File: src/rtl/demux_1x8_deser_if.sv
// Bus bundle for the 1:8 serial deserializer: serial input side plus the
// parallel word, lane select and status outputs.
interface demux_1x8_deser_if;
    logic       din;
    logic       din_valid;
    logic       start;
    logic [7:0] dout;
    logic       dout_valid;
    logic [2:0] sel;
    logic       busy;
    logic       frame_err;

    // Source of the serial stream / consumer of the rebuilt word.
    modport master (
        output din, din_valid, start,
        input  dout, dout_valid, sel, busy, frame_err
    );

    // The deserializer itself.
    modport slave (
        input  din, din_valid, start,
        output dout, dout_valid, sel, busy, frame_err
    );
endinterface

File: src/rtl/demux_1x8_deser.sv
// Serial-to-parallel 1:8 demultiplexer. A 3-bit lane counter steers each
// accepted bit into a shadow register; the eighth bit completes the frame,
// which is published on dout with a one-cycle dout_valid strobe. Restarts
// mid-frame and idle timeouts abort the frame with a one-cycle frame_err.
module demux_1x8_deser #(
    parameter int TIMEOUT = 16
) (
    input logic               clk,
    input logic               rst,
    demux_1x8_deser_if.slave  bus
);
    // Wide enough to count up to TIMEOUT; kept at least 1 bit when disabled.
    localparam int TW = (TIMEOUT < 2) ? 1 : $clog2(TIMEOUT + 1);

    typedef enum logic {IDLE, RECV} state_e;

    state_e        state_q, state_d;
    logic [7:0]    shadow_q, shadow_d;
    logic [7:0]    dout_q, dout_d;
    logic [2:0]    cnt_q, cnt_d;
    logic [TW-1:0] to_q, to_d;
    logic          dv_q, dv_d;
    logic          fe_q, fe_d;

    // State register and all datapath flops, cleared asynchronously.
    always_ff @(posedge clk or posedge rst) begin
        if (rst) begin
            state_q  <= IDLE;
            shadow_q <= 8'h00;
            dout_q   <= 8'h00;
            cnt_q    <= 3'd0;
            to_q     <= '0;
            dv_q     <= 1'b0;
            fe_q     <= 1'b0;
        end else begin
            state_q  <= state_d;
            shadow_q <= shadow_d;
            dout_q   <= dout_d;
            cnt_q    <= cnt_d;
            to_q     <= to_d;
            dv_q     <= dv_d;
            fe_q     <= fe_d;
        end
    end

    // Next state: restart beats bit accept, which beats timeout.
    always_comb begin
        state_d  = state_q;
        shadow_d = shadow_q;
        dout_d   = dout_q;
        cnt_d    = cnt_q;
        to_d     = to_q;
        dv_d     = 1'b0;
        fe_d     = 1'b0;
        case (state_q)
            IDLE: begin
                // Bits without start are dropped silently while idle.
                if (bus.din_valid && bus.start) begin
                    shadow_d[0] = bus.din;
                    cnt_d       = 3'd1;
                    to_d        = '0;
                    state_d     = RECV;
                end
            end
            RECV: begin
                if (bus.din_valid && bus.start) begin
                    fe_d        = 1'b1;
                    shadow_d[0] = bus.din;
                    cnt_d       = 3'd1;
                    to_d        = '0;
                end else if (bus.din_valid) begin
                    shadow_d[cnt_q] = bus.din;
                    to_d            = '0;
                    cnt_d           = cnt_q + 3'd1;   // 7 wraps to 0
                    if (cnt_q == 3'd7) begin
                        dout_d  = {bus.din, shadow_q[6:0]};
                        dv_d    = 1'b1;
                        state_d = IDLE;
                    end
                end else if (TIMEOUT != 0) begin
                    // This idle cycle is the TIMEOUT-th in a row: abort.
                    if (int'(to_q) == TIMEOUT - 1) begin
                        fe_d    = 1'b1;
                        cnt_d   = 3'd0;
                        to_d    = '0;
                        state_d = IDLE;
                    end else begin
                        to_d = to_q + TW'(1);
                    end
                end
            end
            default: state_d = IDLE;
        endcase
    end

    assign bus.dout       = dout_q;
    assign bus.dout_valid = dv_q;
    assign bus.frame_err  = fe_q;
    assign bus.sel        = cnt_q;
    assign bus.busy       = (state_q == RECV);
endmodule

File: src/flat_wrapper.sv
// flat-port wrapper written by rule: the top's interface ports become plain ports
module demux_1x8_deser_flat 
#(
    parameter int TIMEOUT = 16
)
  (clk, rst, bus_din, bus_din_valid, bus_start, bus_dout, bus_dout_valid, bus_sel, bus_busy, bus_frame_err);
  demux_1x8_deser_if bus_i ();
  input logic clk;
  input logic rst;
  input wire logic [$bits(bus_i.din)-1:0] bus_din;
  input wire logic [$bits(bus_i.din_valid)-1:0] bus_din_valid;
  input wire logic [$bits(bus_i.start)-1:0] bus_start;
  output wire logic [$bits(bus_i.dout)-1:0] bus_dout;
  output wire logic [$bits(bus_i.dout_valid)-1:0] bus_dout_valid;
  output wire logic [$bits(bus_i.sel)-1:0] bus_sel;
  output wire logic [$bits(bus_i.busy)-1:0] bus_busy;
  output wire logic [$bits(bus_i.frame_err)-1:0] bus_frame_err;
  assign bus_i.din = bus_din;
  assign bus_i.din_valid = bus_din_valid;
  assign bus_i.start = bus_start;
  assign bus_dout = bus_i.dout;
  assign bus_dout_valid = bus_i.dout_valid;
  assign bus_sel = bus_i.sel;
  assign bus_busy = bus_i.busy;
  assign bus_frame_err = bus_i.frame_err;
  demux_1x8_deser #(.TIMEOUT(TIMEOUT)) u_core (.clk(clk), .rst(rst), .bus(bus_i));
endmodule
File: config.mk
export PLATFORM = sky130hd
export DESIGN_NAME = demux_1x8_deser_flat
export DESIGN_NICKNAME = d
export VERILOG_FILES = /design/src/rtl/demux_1x8_deser_if.sv /design/src/rtl/demux_1x8_deser.sv /design/src/flat_wrapper.sv
export SDC_FILE = /design/constraint.sdc
export NUM_CORES = 1
export LEC_CHECK = 0
export CAP_MARGIN = 5
export CELL_PAD_IN_SITES_DETAIL_PLACEMENT = 1
export CELL_PAD_IN_SITES_GLOBAL_PLACEMENT = 1
export CORE_ASPECT_RATIO = 1.4
export CORE_UTILIZATION = 40
export DETAILED_ROUTE_END_ITERATION = 12
export GPL_ROUTABILITY_DRIVEN = 0
export HOLD_SLACK_MARGIN = 0.12
export PLACE_DENSITY_LB_ADDON = 0.1
export SLEW_MARGIN = 5
export SYNTH_ARGS = -nofsm -noshare
export SYNTH_HDL_FRONTEND = slang
export SYNTH_SLANG_ARGS = --single-unit
File: constraint.sdc
create_clock -name clk -period 1.9 [get_ports clk]
set_input_delay 0.19 -clock clk [delete_from_list [all_inputs] [get_ports clk]]
set_output_delay 0.19 -clock clk [all_outputs]
set_load 0.02 [all_outputs]
* Word level (Yosys, flattened, before mapping)
Index checks and enable logic that the tools add are counted.
** Storage, ports and cells
- Register bits :: 27
- Input port bits :: 5
- Output and inout bits :: 14
- Logic and storage cells :: 56
** Cells by class
- $add $sub $neg :: 2
- Magnitude comparators :: 2
- Equality and inequality tests :: 5
- Mux-type cells :: 31
- Bitwise gates (word level) :: 2
- Reduce and logical (&&, ||, !) cells :: 6
** Operator list (count)
- 5-bit two-way mux :: 4
- 1-bit two-way mux :: 17
- 3-bit two-way mux :: 4
- 5-bit one-hot mux with 2 select lines :: 1
- 8-bit bitwise mux :: 1
- 3-bit one-hot mux with 2 select lines :: 1
- 5-bit by 1-bit adder with 5-bit output, second input constant :: 1
- 5-bit == test, second input constant :: 1
- 3-bit by 4-bit < comparator with 1-bit output, second input constant :: 1
- 4-bit != test, second input constant :: 1
- 1-bit one-hot mux with 2 select lines :: 2
- 2-bit AND reduction :: 2
- 4-bit AND reduction :: 1
- 3-bit by 1-bit adder with 3-bit output, second input constant :: 1
- 1-bit demux with 3-bit select :: 1
- 3-bit == test, second input constant :: 1
- 3-bit by 1-bit greater-or-equal comparator with 1-bit output, second input constant :: 1
- 3-bit != test, second input constant :: 1
- 3-bit AND reduction :: 1
- 1-bit logical AND :: 2
- 2-bit by 1-bit != test with 1-bit output, second input constant :: 1
- 1-bit NOT :: 2

* Logic depth before layout (Yosys ltp)
- Depth in word-level cells :: 8
- Depth in mapped cells :: 5
- Mapped depth without buffers :: 5

* Worst setup path before layout
No wires, ideal clock.
- Path type :: register to register
- From :: register u_core.cnt_q[0], in the netlist u_core.bus.sel[0]
- To :: register u_core.dout_q[0], in the netlist u_core.bus.dout[0]
- Setup time :: 0.125 ns
- Data arrival time :: 1.432 ns
- Data required time :: 1.775 ns
- Slack :: 0.343 ns
- Stages on the path, launching flop included :: 5
- Path buffers :: 0
- Period minus slack after synthesis :: 1.557 ns
- Cell sequence :: dfrtp_1 ha_1 ha_1 nand4b_4 mux2_2
** On the way
- Longest elaborated chain between the ends :: 2
** Ends and longest elaborated chain
- from (decl) :: line demux_1x8_deser.sv:20 : logic [2:0] cnt_q, cnt_d;
- from (signal assigned) :: line demux_1x8_deser.sv:39 : cnt_q <= cnt_d;
- 3-bit == test :: line demux_1x8_deser.sv:75 : if (cnt_q == 3'd7) begin
- 4-bit AND reduction (no source line)
- to (signal assigned) :: line demux_1x8_deser.sv:38 : dout_q <= dout_d;
- to (decl) :: line demux_1x8_deser.sv:19 : logic [7:0] dout_q, dout_d;
Every way passes these cells.
A chain may end at the register's enable or synchronous reset.

* Worst setup path after layout
- From :: register u_core.state_q, in the netlist u_core.bus.busy
- To :: output bus_busy
** RTL lines
- from (decl) :: line demux_1x8_deser.sv:17 : state_e state_q, state_d;
- from (signal assigned) :: line demux_1x8_deser.sv:36 : state_q <= state_d;
- to (decl) :: line flat_wrapper.sv:16 : output wire logic [$bits(bus_i.busy)-1:0] bus_busy;
No word-level cell between the ends.

==> results by stage <==
Critical path:
- The largest fanout of any net on the critical path is 13.
- The number of buffer and inverter instances along the worst setup path is 1.
- The nature of the critical path startpoint is a register.
- For this design, the slowest cell found on the critical path is sky130_fd_sc_hd__clkdlybuf4s50_1.
- The critical path launch point is u_core.bus.busy.
- The type of the worst setup path is register to primary output.
- The delay of the slowest cell on the worst path is 0.69 ns.
- The data required time at the worst endpoint is 1.71 ns.
- The endpoint of the worst-slack reg-to-reg timing path is u_core.bus.dout[5].
- The logic depth of the worst register-to-register path is 4.
- In this run the worst setup path terminates at bus_busy.
- The launching point of the worst reg2reg path is u_core.bus.sel[0].
- The critical path arrival is 1.57 ns.
- STA classifies the critical path endpoint as a primary output.
- The logic depth of the worst setup path including buffers is 1.
- The critical path goes through clkdlybuf4s50_1.
- The kind of cell with the highest combined delay along the critical path is buffers and inverters.
- The setup slack on the worst flop-to-flop path is 0.32 ns.

Routing:
- The number of design rule violations left after detail routing is 0.
- After detailed routing, the average wire length per cell comes to 14.96 um.
- Dividing the detail-routed via count by the number of cells gives 5.441.
- The number of violations reported at the end of detailed-routing iteration 0 is 8.
- The number of antenna-violating nets in the routed design is 0.
- The routed layout has 876 vias.
- The number of search-and-repair iterations in the first detailed-routing pass is 2.
- The total wirelength of the detailed-routed design is 2.408 mm.

Timing:
- For the final database, setup skew stands at 0.008154 ns.
- Derived from the worst setup path, the maximum achievable clock frequency is 0.5684 GHz.
- In the post-route analysis, the smallest setup slack over all paths is 0.1406 ns.
- The final critical path time including I/O delays and setup is 1.759 ns.
- The final setup violation count is 0.
- The final clock period utilization by the worst path is 92.60%.
- The sum of negative setup slack is 0 ns.
- The total count of hold-check failures in the final report is 0.
- The worst hold margin is 0.2785 ns.
- The final max-slew violation count is 0.
- Headroom to the max-slew limit came out at 71.97%.
- The worst-margin pin slew is 0.4205 ns.
- Setup repair after global routing left no endpoint under its margin.

Die:
- The total number of placement rows is 23.
- The initial core utilization is 43.31%.
- The count of boundary I/O pins is 19.
- The overall die width is 49.65 um.
- The core footprint is 0.002935 mm^2.
- The die span in y is 68.70 um.
- The die footprint is 0.003411 mm^2.

Global route:
- The number of antenna violations at the first check in global routing is 0.
- The global-route met1 utilization is 18.42%.
- The global-route wire length before repair is 4.153 mm.
- The met2 capacity usage during global routing is 30.41%.
- The most utilized layer in the global route result is met2.
- Global routing used 2.851% of the available met3 tracks.
- The total overflow left after global routing is 0.
- Entering global routing, the biggest net connects 27 pins.
- The all-layer global routing usage is 16.30%.
- The via count of the first global-routing pass is 905.

Synth:
- The number of cells produced by synthesis is 104.
- Ranked by total cell area, the synthesized netlist is headed by sky130_fd_sc_hd__dfrtp_1 (51%), sky130_fd_sc_hd__mux2_2 (11%), sky130_fd_sc_hd__ha_1 (3.0%).
- For this run, the register share of the synthesized area comes to 51.18%.
- The number of synthesized flops with an enable pin is 0.
- sky130_fd_sc_hd__dfrtp_1 takes more of the synthesized area than any other cell.
- The flip-flop and latch count after synthesis is 26.
- The Yosys step of the flow raised 0 warnings.
- The cell area that synthesis handed to floorplanning was 0.001271 mm^2.
- The total nets after synthesis is 112.
- Counting flops with an async set or reset pin after synthesis yields a share of 100.0%.
- After synthesis, the mean cell area works out to 12.22 um^2.
- Among all flip-flop cells after synthesis, the most frequent one is sky130_fd_sc_hd__dfrtp_1.
- The fraction of post-synthesis cell area in the top cell type by area is 51.18%.
- The count of unique library cells instantiated by Yosys is 36.

Placed design:
- The total half-perimeter wirelength after legalization and detailed placement is 1.753 mm.
- Before CTS, the worst setup slack after placement is 0.1412 ns.
- The post-placement cell count is 157.
- The number of input and output port buffers inserted is 18.

Finish:
- The repair_antennas step left the layout with diodes totalling 0.
- The flip-flop and latch area is 650.6 um^2.
- From synthesis to final layout, the design area changed by 21.55%.
- The finished layout holds 161 standard cells, fillers aside.
- The fill cell instance count of the final layout is 320.
- In the final layout, the share of cells above drive strength 1 is 20.97%.
- In the final design database the tool counted 133 nets.
- The multi-input gate area in the final layout is 556.8 um^2.

Power and ir drop:
- The internal power is 981.1 uW.
- Of the total power, the share spent switching nets is 27.77%.
- The part of the total power dissipated in combinational logic is 22.1%.
- In this run, flip-flops and latches consume 51.8% of the power.
- The total power density per cell area is 879.0 mW/mm^2.
- The part of the total power dissipated in the clock network is 26.1%.
- The power spent charging and discharging nets is 377.2 uW.
- Summing internal, switching and leakage power gives 1.358 mW.
- The standby leakage power is 0.7256 nW.
- The worst-case IR drop observed on VDD is 0.4851 mV.

Clocking:
- The longest clock path from root to sink contains 2 buffers.
- Clock-pin slew was measured on the worst setup and hold paths at 0.09 ns.
- In this run, CTS created clock tree buffers numbering 3.
- TritonCTS built the clock tree.
- The number of hold buffers added after CTS is 0.
- Once the clock tree was built, the resizer swapped 0 gates to a different size.
- The number of clock sinks is 26.
- The clock root buffer is sky130_fd_sc_hd__clkbuf_8.
- The clock reaches the later pin of the worst-skew pair after 0.27 ns.
- The maximum level of the CTS H-tree is 1.
- The post-CTS setup repair buffer count is 0.

Run:
- The reported max-cap violation count is 0.

Run status:
- The flow ran to the end, and the final reports show no timing, DRC or antenna violations.

Hold path:
- The path class of the lowest-slack min-delay path is input pin to async pin.
area by class of cell:
type,count,area share [%]
Inverter,5,1.215
Sequential cell,26,42.11
Tap cell,37,2.996
Timing Repair Buffer,23,14.09
Multi-Input combinational cell,66,36.03
Clock buffer,4,3.563
sequential cells by signal, summed over array words and instances, names as in the netlist:
| name | flops |
|---|---|
| u_core.bus.busy | 1 |
| u_core.bus.frame_err | 1 |
| u_core.bus.sel | 3 |
| u_core.shadow_q | 7 |
| u_core.bus.dout_valid | 1 |
| u_core.bus.dout | 8 |
| u_core.to_q | 5 |
stage by stage:
step / cell area, um^2 / util [%]
2_1_floorplan: 1271 / -
3_3_place_gp: 1490 / 50.77
3_5_place_dp: 1490 / 50.77
4_1_cts: 1545 / 52.64
5_1_grt: 1545 / 52.64
6_report: 1545 / 52.64
power groups by stage:
stage	logic [mW]	clock network (mW)	registers, mW
6_report	0.301	0.354	0.704
5_1_grt	0.332	0.393	0.718
4_1_cts	0.307	0.370	0.707
3_5_place_dp	0.307	0	0.718
3_3_place_gp	0.297	0	0.713
2_1_floorplan	0.183	0	0.724
kinds of logic after synthesis:
logic type,Yosys count,synth area share (%)
adders and majority gates,3,2.953
muxes,15,13.29
AOI/OAI and AO/OA,24,12.70
DFF,26,51.18
buffers and inverters,12,5.019
and+or+nand+nor,24,14.86
synth_stat cells, types with 2 or more instances:
| cell | instances |
|---|---|
| sky130_fd_sc_hd__dfrtp_1 | 26 |
| sky130_fd_sc_hd__o31ai_1 | 2 |
| sky130_fd_sc_hd__nor2b_1 | 4 |
| sky130_fd_sc_hd__o21ai_0 | 7 |
| sky130_fd_sc_hd__nor3b_2 | 2 |
| sky130_fd_sc_hd__nor2_1 | 2 |
| sky130_fd_sc_hd__buf_4 | 2 |
| sky130_fd_sc_hd__nand4b_1 | 2 |
| sky130_fd_sc_hd__o2bb2ai_1 | 2 |
| sky130_fd_sc_hd__buf_2 | 3 |
| sky130_fd_sc_hd__nand2_1 | 4 |
| sky130_fd_sc_hd__a21oi_1 | 2 |
| sky130_fd_sc_hd__inv_1 | 5 |
| sky130_fd_sc_hd__mux2_2 | 12 |
| sky130_fd_sc_hd__nand3b_1 | 2 |
| sky130_fd_sc_hd__ha_1 | 3 |
| sky130_fd_sc_hd__a31oi_1 | 3 |
| sky130_fd_sc_hd__mux2_1 | 3 |
worst min path at each step:
| stage | endpoint | cells after the start |
|---|---|---|
| 2_1_floorplan | u_core.bus.busy | 1 |
| 3_3_place_gp | u_core.shadow_q[2] | 1 |
| 3_5_place_dp | u_core.shadow_q[4] | 1 |
| 4_1_cts | u_core.bus.dout[5] | 3 |
| 5_1_grt | u_core.bus.dout[7] | 3 |
| 6_report | u_core.bus.busy | 3 |
cells in the final DEF (no fill, tap or decap), types with 3 or more instances in the layout:
cell type / count
sky130_fd_sc_hd__a31oi_1: 3
sky130_fd_sc_hd__buf_4: 5
sky130_fd_sc_hd__clkbuf_8: 4
sky130_fd_sc_hd__clkdlybuf4s50_1: 18
sky130_fd_sc_hd__dfrtp_1: 26
sky130_fd_sc_hd__ha_1: 3
sky130_fd_sc_hd__inv_1: 5
sky130_fd_sc_hd__mux2_1: 3
sky130_fd_sc_hd__mux2_2: 12
sky130_fd_sc_hd__nand2_1: 4
sky130_fd_sc_hd__nor2b_1: 4
sky130_fd_sc_hd__o21ai_0: 7
metal layers:
layer	up-vias	part of all wire (%)	wire length (um)
li1	417	-	-
met4	0	1.5	35
met3	4	2.6	62
met1	442	42	1002
met2	13	54	1308
met5	-	0	0
No activity file was read; power rests on OpenSTA's default activity.
